==> src/rtl/ysyx_22040125_mem_arb_pkg.sv <==
// Shared types for the IFU/LSU memory arbiter: widths, FSM/owner encodings
// and the request payload held while a transaction is in flight.
package ysyx_22040125_mem_arb_pkg;

  localparam int unsigned ADDR_W             = 64;
  localparam int unsigned DATA_W             = 64;
  localparam int unsigned STRB_W             = DATA_W / 8;
  localparam int unsigned DEF_MAX_LSU_STREAK = 4;

  typedef enum logic [1:0] {
    ARB_IDLE = 2'd0,
    ARB_REQ  = 2'd1,
    ARB_WAIT = 2'd2
  } arb_state_e;

  typedef enum logic [1:0] {
    OWN_NONE = 2'd0,
    OWN_IFU  = 2'd1,
    OWN_LSU  = 2'd2
  } owner_e;

  typedef struct packed {
    logic [ADDR_W-1:0] addr;
    logic              wen;
    logic [DATA_W-1:0] wdata;
    logic [STRB_W-1:0] wstrb;
  } mem_req_t;

endpackage

==> src/rtl/ysyx_22040125_mem_arb_if.sv <==
// Bundle of the IFU, LSU and downstream memory handshakes around the arbiter.
// The slave modport is the arbiter's view; master is the surrounding core/memory.
interface ysyx_22040125_mem_arb_if;
  import ysyx_22040125_mem_arb_pkg::*;

  logic              ifu_req_valid;
  logic              ifu_req_ready;
  logic [ADDR_W-1:0] ifu_addr;
  logic              ifu_resp_valid;
  logic [DATA_W-1:0] ifu_rdata;

  logic              lsu_req_valid;
  logic              lsu_req_ready;
  logic [ADDR_W-1:0] lsu_addr;
  logic              lsu_wen;
  logic [DATA_W-1:0] lsu_wdata;
  logic [STRB_W-1:0] lsu_wstrb;
  logic              lsu_resp_valid;
  logic [DATA_W-1:0] lsu_rdata;

  logic              mem_req_valid;
  logic              mem_req_ready;
  logic [ADDR_W-1:0] mem_addr;
  logic              mem_wen;
  logic [DATA_W-1:0] mem_wdata;
  logic [STRB_W-1:0] mem_wstrb;
  logic              mem_resp_valid;
  logic [DATA_W-1:0] mem_rdata;

  modport slave (
    input  ifu_req_valid, ifu_addr,
    output ifu_req_ready, ifu_resp_valid, ifu_rdata,
    input  lsu_req_valid, lsu_addr, lsu_wen, lsu_wdata, lsu_wstrb,
    output lsu_req_ready, lsu_resp_valid, lsu_rdata,
    output mem_req_valid, mem_addr, mem_wen, mem_wdata, mem_wstrb,
    input  mem_req_ready, mem_resp_valid, mem_rdata
  );

  modport master (
    output ifu_req_valid, ifu_addr,
    input  ifu_req_ready, ifu_resp_valid, ifu_rdata,
    output lsu_req_valid, lsu_addr, lsu_wen, lsu_wdata, lsu_wstrb,
    input  lsu_req_ready, lsu_resp_valid, lsu_rdata,
    input  mem_req_valid, mem_addr, mem_wen, mem_wdata, mem_wstrb,
    output mem_req_ready, mem_resp_valid, mem_rdata
  );

endinterface

==> src/rtl/ysyx_22040125_arb_pick.sv <==
// Combinational grant decision: LSU wins unless IFU has waited through a full
// LSU streak; also produces the streak value to load on this cycle.
module ysyx_22040125_arb_pick #(
  parameter int unsigned MAX_LSU_STREAK = 4,
  parameter int unsigned STREAK_W       = 3
) (
  input  logic                ifu_valid,
  input  logic                lsu_valid,
  input  logic [STREAK_W-1:0] streak,
  input  logic                in_idle,
  output logic                grant_ifu,
  output logic                grant_lsu,
  output logic [STREAK_W-1:0] streak_nxt
);

  logic streak_full;

  assign streak_full = (streak == STREAK_W'(MAX_LSU_STREAK));

  always_comb begin
    grant_lsu  = in_idle && lsu_valid && !(ifu_valid && streak_full);
    grant_ifu  = in_idle && ifu_valid && !grant_lsu;
    streak_nxt = streak;
    if (grant_ifu) begin
      streak_nxt = '0;
    end else if (grant_lsu) begin
      // Only count LSU wins that actually made the IFU wait.
      if (!ifu_valid)       streak_nxt = '0;
      else if (!streak_full) streak_nxt = streak + STREAK_W'(1);
    end
  end

endmodule

==> src/rtl/ysyx_22040125_mem_arb.sv <==
// Single-outstanding memory arbiter between IFU fetches and LSU loads/stores.
// Grants in IDLE, presents the held request in REQ, routes the reply in WAIT.
module ysyx_22040125_mem_arb
  import ysyx_22040125_mem_arb_pkg::*;
#(
  parameter int unsigned MAX_LSU_STREAK = DEF_MAX_LSU_STREAK
) (
  input  logic                          clk,
  input  logic                          rst_n,
  ysyx_22040125_mem_arb_if.slave        bus
);

  localparam int unsigned STREAK_W = $clog2(MAX_LSU_STREAK + 1);

  arb_state_e          state_q,  state_d;
  owner_e              owner_q,  owner_d;
  mem_req_t            hold_q,   hold_d;
  logic [STREAK_W-1:0] streak_q, streak_d;

  logic                in_idle;
  logic                grant_ifu;
  logic                grant_lsu;
  logic [STREAK_W-1:0] streak_nxt;
  logic                ifu_resp_valid;
  logic                lsu_resp_valid;

  // Gating with rst_n keeps the combinational readies low throughout reset.
  assign in_idle = rst_n && (state_q == ARB_IDLE);

  ysyx_22040125_arb_pick #(
    .MAX_LSU_STREAK (MAX_LSU_STREAK),
    .STREAK_W       (STREAK_W)
  ) u_pick (
    .ifu_valid  (bus.ifu_req_valid),
    .lsu_valid  (bus.lsu_req_valid),
    .streak     (streak_q),
    .in_idle    (in_idle),
    .grant_ifu  (grant_ifu),
    .grant_lsu  (grant_lsu),
    .streak_nxt (streak_nxt)
  );

  always_ff @(posedge clk or negedge rst_n) begin
    if (!rst_n) begin
      state_q  <= ARB_IDLE;
      owner_q  <= OWN_NONE;
      hold_q   <= '0;
      streak_q <= '0;
    end else begin
      state_q  <= state_d;
      owner_q  <= owner_d;
      hold_q   <= hold_d;
      streak_q <= streak_d;
    end
  end

  always_comb begin
    state_d        = state_q;
    owner_d        = owner_q;
    hold_d         = hold_q;
    streak_d       = streak_nxt;
    ifu_resp_valid = 1'b0;
    lsu_resp_valid = 1'b0;
    case (state_q)
      ARB_IDLE: begin
        if (grant_lsu) begin
          hold_d.addr  = bus.lsu_addr;
          hold_d.wen   = bus.lsu_wen;
          hold_d.wdata = bus.lsu_wdata;
          hold_d.wstrb = bus.lsu_wen ? bus.lsu_wstrb : STRB_W'(0);
          owner_d      = OWN_LSU;
          state_d      = ARB_REQ;
        end else if (grant_ifu) begin
          hold_d       = '0;
          hold_d.addr  = bus.ifu_addr;
          owner_d      = OWN_IFU;
          state_d      = ARB_REQ;
        end
      end
      ARB_REQ: begin
        if (bus.mem_req_ready) state_d = ARB_WAIT;
      end
      ARB_WAIT: begin
        if (bus.mem_resp_valid) begin
          ifu_resp_valid = (owner_q == OWN_IFU);
          lsu_resp_valid = (owner_q == OWN_LSU);
          owner_d        = OWN_NONE;
          state_d        = ARB_IDLE;
        end
      end
      default: begin
        owner_d = OWN_NONE;
        state_d = ARB_IDLE;
      end
    endcase
  end

  assign bus.ifu_req_ready  = grant_ifu;
  assign bus.lsu_req_ready  = grant_lsu;
  assign bus.ifu_resp_valid = ifu_resp_valid;
  assign bus.lsu_resp_valid = lsu_resp_valid;
  assign bus.ifu_rdata      = bus.mem_rdata;
  assign bus.lsu_rdata      = bus.mem_rdata;
  assign bus.mem_req_valid  = (state_q == ARB_REQ);
  assign bus.mem_addr       = hold_q.addr;
  assign bus.mem_wen        = hold_q.wen;
  assign bus.mem_wdata      = hold_q.wdata;
  assign bus.mem_wstrb      = hold_q.wstrb;

endmodule
==> src/flat_wrapper.sv <==
// flat-port wrapper written by rule: the top's interface ports become plain ports
module ysyx_22040125_mem_arb_flat import ysyx_22040125_mem_arb_pkg::*;
#(
  parameter int unsigned MAX_LSU_STREAK = DEF_MAX_LSU_STREAK
)
  (clk, rst_n, bus_ifu_req_valid, bus_ifu_addr, bus_ifu_req_ready, bus_ifu_resp_valid, bus_ifu_rdata, bus_lsu_req_valid, bus_lsu_addr, bus_lsu_wen, bus_lsu_wdata, bus_lsu_wstrb, bus_lsu_req_ready, bus_lsu_resp_valid, bus_lsu_rdata, bus_mem_req_valid, bus_mem_addr, bus_mem_wen, bus_mem_wdata, bus_mem_wstrb, bus_mem_req_ready, bus_mem_resp_valid, bus_mem_rdata);
  ysyx_22040125_mem_arb_if bus_i ();
  input  logic clk;
  input  logic rst_n;
  input wire logic [$bits(bus_i.ifu_req_valid)-1:0] bus_ifu_req_valid;
  input wire logic [$bits(bus_i.ifu_addr)-1:0] bus_ifu_addr;
  output wire logic [$bits(bus_i.ifu_req_ready)-1:0] bus_ifu_req_ready;
  output wire logic [$bits(bus_i.ifu_resp_valid)-1:0] bus_ifu_resp_valid;
  output wire logic [$bits(bus_i.ifu_rdata)-1:0] bus_ifu_rdata;
  input wire logic [$bits(bus_i.lsu_req_valid)-1:0] bus_lsu_req_valid;
  input wire logic [$bits(bus_i.lsu_addr)-1:0] bus_lsu_addr;
  input wire logic [$bits(bus_i.lsu_wen)-1:0] bus_lsu_wen;
  input wire logic [$bits(bus_i.lsu_wdata)-1:0] bus_lsu_wdata;
  input wire logic [$bits(bus_i.lsu_wstrb)-1:0] bus_lsu_wstrb;
  output wire logic [$bits(bus_i.lsu_req_ready)-1:0] bus_lsu_req_ready;
  output wire logic [$bits(bus_i.lsu_resp_valid)-1:0] bus_lsu_resp_valid;
  output wire logic [$bits(bus_i.lsu_rdata)-1:0] bus_lsu_rdata;
  output wire logic [$bits(bus_i.mem_req_valid)-1:0] bus_mem_req_valid;
  output wire logic [$bits(bus_i.mem_addr)-1:0] bus_mem_addr;
  output wire logic [$bits(bus_i.mem_wen)-1:0] bus_mem_wen;
  output wire logic [$bits(bus_i.mem_wdata)-1:0] bus_mem_wdata;
  output wire logic [$bits(bus_i.mem_wstrb)-1:0] bus_mem_wstrb;
  input wire logic [$bits(bus_i.mem_req_ready)-1:0] bus_mem_req_ready;
  input wire logic [$bits(bus_i.mem_resp_valid)-1:0] bus_mem_resp_valid;
  input wire logic [$bits(bus_i.mem_rdata)-1:0] bus_mem_rdata;
  assign bus_i.ifu_req_valid = bus_ifu_req_valid;
  assign bus_i.ifu_addr = bus_ifu_addr;
  assign bus_ifu_req_ready = bus_i.ifu_req_ready;
  assign bus_ifu_resp_valid = bus_i.ifu_resp_valid;
  assign bus_ifu_rdata = bus_i.ifu_rdata;
  assign bus_i.lsu_req_valid = bus_lsu_req_valid;
  assign bus_i.lsu_addr = bus_lsu_addr;
  assign bus_i.lsu_wen = bus_lsu_wen;
  assign bus_i.lsu_wdata = bus_lsu_wdata;
  assign bus_i.lsu_wstrb = bus_lsu_wstrb;
  assign bus_lsu_req_ready = bus_i.lsu_req_ready;
  assign bus_lsu_resp_valid = bus_i.lsu_resp_valid;
  assign bus_lsu_rdata = bus_i.lsu_rdata;
  assign bus_mem_req_valid = bus_i.mem_req_valid;
  assign bus_mem_addr = bus_i.mem_addr;
  assign bus_mem_wen = bus_i.mem_wen;
  assign bus_mem_wdata = bus_i.mem_wdata;
  assign bus_mem_wstrb = bus_i.mem_wstrb;
  assign bus_i.mem_req_ready = bus_mem_req_ready;
  assign bus_i.mem_resp_valid = bus_mem_resp_valid;
  assign bus_i.mem_rdata = bus_mem_rdata;
  ysyx_22040125_mem_arb #(.MAX_LSU_STREAK(MAX_LSU_STREAK)) u_core (.clk(clk), .rst_n(rst_n), .bus(bus_i));
endmodule
==> config.mk <==
export PLATFORM = sky130hd
export DESIGN_NAME = ysyx_22040125_mem_arb_flat
export DESIGN_NICKNAME = d
export VERILOG_FILES = /design/src/rtl/ysyx_22040125_mem_arb_pkg.sv /design/src/rtl/ysyx_22040125_mem_arb_if.sv /design/src/rtl/ysyx_22040125_arb_pick.sv /design/src/rtl/ysyx_22040125_mem_arb.sv /design/src/flat_wrapper.sv
export SDC_FILE = /design/constraint.sdc
export NUM_CORES = 1
export LEC_CHECK = 0
export CORE_AREA = 2 2 211 213
export CTS_CLUSTER_DIAMETER = 60
export DETAILED_ROUTE_END_ITERATION = 8
export DIE_AREA = 0 0 213 215
export SLEW_MARGIN = 20
export SYNTH_ARGS = -nofsm -noshare
export SYNTH_HDL_FRONTEND = slang
export SYNTH_SLANG_ARGS = --single-unit
==> constraint.sdc <==
create_clock -name clk -period 2.3 [get_ports clk]
set_clock_uncertainty 0.1 [all_clocks]
set_input_delay 0.23 -clock clk [delete_from_list [all_inputs] [get_ports clk]]
set_output_delay 0.23 -clock clk [all_outputs]
set_load 0.005 [all_outputs]
==> summary.txt, run 1 <==
Die Wd: 213 um
power density over the cells: 1150 nW/um^2
Hold Vio Cnt, Final: 0
dpl ws: 0.105 ns
initial core utilization: 15.6%
clock root cell: clkbuf_16
Critical Path Sink Type: output pin
post-synth top area share: 53.0%
setup_tns: 0 ns
Final Cycle Share: 90.9%
clk buf depth: 2
Worst setup SP type: primary input
Clock Sink Count: 144
first-pass GRT wire length: 34,900 um
cell accounting for the most synthesized area: dfrtp_1
PortBufs: 348
critical path data required time: 1.97 ns
maximum VDD drop: 0.554 mV
Slew HR: 44.4%
Via Count: 5,382
max-slew violations: 0
outcome: finished, final reports clean
placed cell areas: 10,000 sq um
FP Rows: 77
core area: 43,600 sq um
post-route ant nets: 0
TritonCTS clock tree: done
hold path depth: 2
Die Y: 215 um
remaining global-route overflow: 0
H-tree levels: 4
first-iteration detailed-routing DRC count: 255
routed len/inst: 17.6 um
Top-Level Pins: 541
post-detail-place hpwl: 16,200 um
synth unique cells: 26
RSZ-0062 raised after global routing: no
Total Power: 12.3 mW
die area: 45,800 sq um
final non-filler cell area: 10,700 sq um
crit path kind: primary input to output pin
TritonCTS buffer count: 17
hold wc startpoint: bus_lsu_wdata[55]
largest net degree at the start of global routing: 146
Worst Tran Pin Value: 0.834 ns
Yosys reg bits: 144
Critical R2R Launch: u_core.state_q[0]
Tightest Hold Check Type: primary input to register
Multi-input gate area: 2010 sq um
largest fanout on the critical path: 3
vias in the first global route: 5,776
Max Fclk: 478 MHz
crit path time final: 2.09 ns
cells on worst reg2reg path: 6
Seq. cell area: 3600 sq um
DRT Wirelength: 24,100 um
Worst Hold End: u_core.bus.mem_wdata[55]
initial antenna violation count: 2
Post-Syn Area: 6800 sq um
synthesized net count: 823
share of layout cells above drive strength 1: 7.35%
# DRC: 0
Hold WS: 0.266 ns
Avg Cell Area, Syn: 12.4 sq um
clk_lat worst skew: 0.46 ns
max_cap viols: 0
fill count: 4,637
clk slew on worst S/H paths: 0.07 ns
sequential fraction of the synthesis area: 53.0%
via/cell ratio: 3.93
Pre-antenna DRT Iters: 4
final layout net count: 1,035
Critical R2R Capture: u_core.owner_q[1]
Setup violations, final: 0
Layout area overhead: 57.1%
fin worst setup slack: 0.209 ns
yosys warns: 0
Worst Path Arrival: 1.76 ns
top post-synthesis cells by area: dfrtp_1 (53%), buf_4 (15%), a221o_1 (9.4%), a22o_1 (8.6%), a21boi_0 (7.1%)
global placer's final weighted congestion: 0.720
setup slack, reg-to-reg: 0.29 ns
GRT Overall Usage: 10.5%
P_leak: 4.32 nW
Synth Instances: 550
==> kinds of logic (layout without fill, tap and decap cells) <==
group           after synthesis  in the layout  share of synthesized area [%]
compound gates              212            212                           27.3
buf+inv                     176            401                           17.8
flops                       144            144                           53.0
simple gates                 16             16                           1.62
fa+ha+maj                     2              2                          0.368
other cells                   0              1                              0
==> registers in the layout, summed over array words and instances, names as in the netlist <==
name                  count
u_core.bus.mem_wstrb      8
u_core.bus.mem_wdata     64
u_core.state_q            2
u_core.owner_q            2
u_core.bus.mem_wen        1
u_core.bus.mem_addr      64
u_core.streak_q           3
==> where the power goes <==
group	internal, mW	total [mW]	switching [mW]
Combinational	3.40	5.15	1.75
Sequential	3.68	4.37	0.681
Clock	1.60	2.77	1.18
==> metal layers <==
metal / vias up / global-route usage, % / part of all wire [%]
met5: - / 0 / 0.066
met4: 2 / 6.71 / 4.3
met3: 70 / 5.17 / 10
met2: 326 / 16.8 / 47
met1: 2615 / 10.9 / 38
li1: 2369 / - / -
==> cell usage after synthesis <==
master	count
nand2b_1	1
o21ai_0	1
nor2b_1	2
buf_2	21
a31o_2	2
nor3b_4	1
a221o_1	64
nor3b_1	3
dfrtp_1	144
inv_1	2
nand3b_1	2
a21oi_1	3
buf_4	133
nor2_1	2
a21boi_0	64
or2_2	1
ha_1	2
nand2_1	1
clkbuf_1	13
a21bo_2	1
buf_6	3
and3_1	2
buf_1	4
a22o_1	67
a32o_1	10
nand3_1	1
==> area by class of cell <==
type / instances / area share [%]
Inverter: 2 / 0.0703
Sequential cell: 144 / 33.7
Antenna cell: 1 / 0.0234
Timing Repair Buffer: 367 / 35.1
Clock buffer: 20 / 4.09
Clock inverter: 12 / 1.29
Multi-Input combinational cell: 230 / 18.8
Tap cell: 592 / 6.93
==> per-stage QoR <==
stage,util [%],std cells
global route,24.5,1368
detailed placement,22.9,1328
global placement,22.9,1328
CTS,24.5,1367
floorplan,-,550
finish,24.5,1368
==> worst max path at each step <==
stage | startpoint | end | cells past startpoint
floorplan | u_core.streak_q[0] | u_core.bus.mem_addr[13] | 7
global placement | bus_lsu_req_valid | bus_ifu_req_ready | 4
detailed placement | u_core.state_q[1] | u_core.bus.mem_addr[0] | 5
CTS | u_core.streak_q[1] | bus_ifu_req_ready | 5
global route | u_core.streak_q[0] | bus_ifu_req_ready | 5
finish | rst_n | bus_lsu_req_ready | 6
==> layout by cell type, fill, tap and decap left out, types with 2 or more instances in the layout <==
master           instances
inv_1                    2
clkinv_4                 3
and3_4                   2
a221o_1                 64
nor2b_1                  2
dlygate4sd2_1            4
dfrtp_1                144
clkbuf_16               17
nor2_1                   2
clkdlybuf4s50_1        343
buf_12                   6
bufbuf_16                2
a32o_1                  10
a21oi_1                  3
a21boi_0                64
clkbuf_1                 3
bufinv_16                2
a22o_1                  67
nor3b_1                  3
clkinvlp_4               5
buf_4                   10
a31o_2                   2
nand3b_1                 2
==> critical path, stage by stage <==
cell	delay, ns
dlygate4sd3_1	0.56
buf_6	0.12
nor3b_4	0.27
buf_12	0.14
and3_4	0.20
dlygate4sd2_1	0.25
==> timing repair <==
item                                   4_1_cts  5_1_grt
hold buffers                                 1        0
setup endpoints to repair                    4        0
setup buffers                                4        0
gates resized for setup                      6        0
endpoints found under the hold margin      144        0
No activity file was read; power rests on OpenSTA's default activity.
==> run 2: changes to the inputs <==
--- a/config.mk
+++ b/config.mk
@@ -7,8 +7,10 @@
 export LEC_CHECK = 0
 export CORE_AREA = 2 2 211 213
 export CTS_CLUSTER_DIAMETER = 60
+export CTS_CLUSTER_SIZE = 40
 export DETAILED_ROUTE_END_ITERATION = 8
 export DIE_AREA = 0 0 213 215
+export MAX_ROUTING_LAYER = met4
 export SLEW_MARGIN = 20
 export SYNTH_ARGS = -nofsm -noshare
 export SYNTH_HDL_FRONTEND = slang
==> summary.txt, run 2 (synthesis results as in run 1) <==
clk buf depth: 2 (unchanged)
Worst path depth: 6 (unchanged)
sw frac: 29.3% (about the same)
first-pass GRT wire length: 34,800 um (-0.38%)
critical path data required time: 1.97 ns (about the same)
clk slew on worst S/H paths: 0.07 ns (about the same)
RSZ-0062 raised after global routing: no
share of power burned in the clock network: 22.6% (about the same)
cell internal pwr: 8.68 mW (about the same)
max-slew violations: 0 (unchanged)
first-iteration detailed-routing DRC count: 217 (-15%)
initial antenna violation count: 3 (+1)
largest stage delay on the critical path: 0.56 ns (about the same)
share of layout cells above drive strength 1: 7.35% (unchanged)
H-tree levels: 4 (unchanged)
largest net degree at the start of global routing: 146 (unchanged)
Die Y: 215 um (unchanged)
final layout net count: 1,035 (unchanged)
Sequential Power Share: 35.5% (about the same)
Layout area overhead: 57.1% (about the same)
GRT Overall Usage: 10.8% (+0.30 points)
Max Fclk: 477 MHz (-0.15%)
fill count: 4,637 (unchanged)
initial core utilization: 15.6% (unchanged)
setup slack, reg-to-reg: 0.28 ns (about the same)
Switch Pwr: 3.61 mW (about the same)
worst path bufs/invs: 4 (unchanged)
via/cell ratio: 3.93 (-0.13%)
vias in the first global route: 5,800 (+0.42%)
Critical R2R Capture: u_core.owner_q[1]
Via Count: 5,383 (+0.019%)
power density over the cells: 1150 nW/um^2 (about the same)
Worst setup startpoint: rst_n
Final Cycle Share: 91.1% (+0.14 points)
remaining global-route overflow: 0 (unchanged)
Worst setup SP type: primary input
crit path time final: 2.09 ns (+0.00321 ns)
setup_tns: 0 ns (unchanged)
P_leak: 4.32 nW (about the same)
DRT Wirelength: 24,200 um (+0.22%)
Pre-antenna DRT Iters: 6 (+2)
commonest non-fill, non-tap cells in the layout: clkdlybuf4s50_1 (343), dfrtp_1 (144), a22o_1 (67)
largest fanout on the critical path: 3 (unchanged)
die area: 45,800 sq um (unchanged)
post-route ant nets: 0 (unchanged)
# DRC: 0 (unchanged)
Final Instance Count excl. Fillers: 1,370 (+0.15%)
core area: 43,600 sq um (unchanged)
global placer's final weighted congestion: 0.728 (+1.2%)
TritonCTS clock tree: done
cell family with most CP delay: buffers and inverters
Tightest Hold Check Type: primary input to register
PortBufs: 348 (unchanged)
max_cap viols: 0 (unchanged)
Die Wd: 213 um (unchanged)
Critical R2R Launch: u_core.state_q[0]
clock root cell: clkbuf_16
clk_lat worst skew: 0.46 ns (about the same)
CP cell instances: dlygate4sd3_1 -> buf_6 -> nor3b_4 -> buf_12 -> and3_4 -> dlygate4sd2_1
Setup violations, final: 0 (unchanged)
Worst Tran Pin Value: 0.846 ns (+0.0120 ns)
Slew HR: 43.6% (-0.80 points)
Worst Path Arrival: 1.76 ns (about the same)
combinational power share: 41.9% (about the same)
leading cell type in the layout, fill and taps excluded: clkdlybuf4s50_1
Hold Vio Cnt, Final: 0 (unchanged)
placed cell count: 1,328 (unchanged)
CP Capture Point: bus_lsu_req_ready
FP Rows: 77 (unchanged)
maximum VDD drop: 0.556 mV (+0.43%)
crit path kind: primary input to output pin
post-detail-place hpwl: 16,200 um (unchanged)
slowest CP cell: dlygate4sd3_1
Critical Path Sink Type: output pin
routed len/inst: 17.6 um (about the same)
Top-Level Pins: 541 (unchanged)
outcome: finished, final reports clean
cells on worst reg2reg path: 6 (unchanged)
TritonCTS buffer count: 17 (unchanged)
Clock Sink Count: 144 (unchanged)
-- run 2: cell count changes in the layout (fill, tap and decap cells not counted) --
cell     change
diode_2      +2
-- run 2: how the worst min path moves through the flow --
stage / start / to / cells past startpoint
CTS: bus_lsu_wdata[55] / u_core.bus.mem_wdata[55] / 2
finish: bus_lsu_wdata[55] / u_core.bus.mem_wdata[55] / 2
detailed placement: rst_n / u_core.state_q[1] / 2
floorplan: rst_n / u_core.bus.mem_addr[0] / 0
global placement: rst_n / u_core.state_q[1] / 2
global route: bus_lsu_wdata[40] / u_core.bus.mem_wdata[40] / 2
-- run 2: cell type report --
class / count / area, sq um / area share (%)
clock buffer: 20 / 437 / 4.09
clock inverter: 12 / 138 / 1.29
sequential: 144 / 3600 / 33.7
inverter: 2 / 7.51 / 0.0702
antenna: 3 / 7.51 / 0.0702
multi-input combinational: 230 / 2010 / 18.8
timing repair buffer: 367 / 3750 / 35.1
tap: 592 / 741 / 6.93
-- run 2: worst reg2reg max path: stages (launching register included) --
cell,delay [ns]
dfrtp_1,0.41
nor3b_4,0.29
buf_12,0.14
buf_4,0.25
nand2_2,0.14
buf_12,0.19
a31o_2,0.39
-- run 2: what timing repair did --
item | in CTS | in global routing
gates resized for setup | 6 | 0
setup buffers | 4 | 0
hold buffers | 1 | 0
endpoints found under the setup margin | 4 | 0
hold endpoints to repair | 144 | 0
-- run 2: per-layer routing --
metal	wire, um	vias up	track usage, %	part of all wire [%]
met5	0	-	-	0
met3	2340	72	4.84	9.7
met4	1010	0	6.71	4.2
li1	-	2374	-	-
met2	11300	327	16.7	47
met1	9550	2610	11.2	40
-- run 2: power by group through the flow --
stage	sequential [mW]	clock [mW]	combinational [mW]
6_report	4.36	2.78	5.15
3_5_place_dp	4.36	0	5.08
3_3_place_gp	4.38	0	5.02
4_1_cts	4.37	2.89	5.26
5_1_grt	4.50	3.00	5.58
2_1_floorplan	4.39	0	1.92
-- run 2: stage by stage --
stage	utilization, %	cell area, sq um	power (mW)	worst slack (ns)	hold slack (ns)
2_1_floorplan	-	6800	6.31	0.508	-0.166
3_3_place_gp	22.9	10000	9.40	0.128	0.346
3_5_place_dp	22.9	10000	9.44	0.105	0.357
4_1_cts	24.5	10700	12.5	0.145	0.213
5_1_grt	24.5	10700	13.1	0.0996	0.230
6_report	24.5	10700	12.3	0.206	0.268
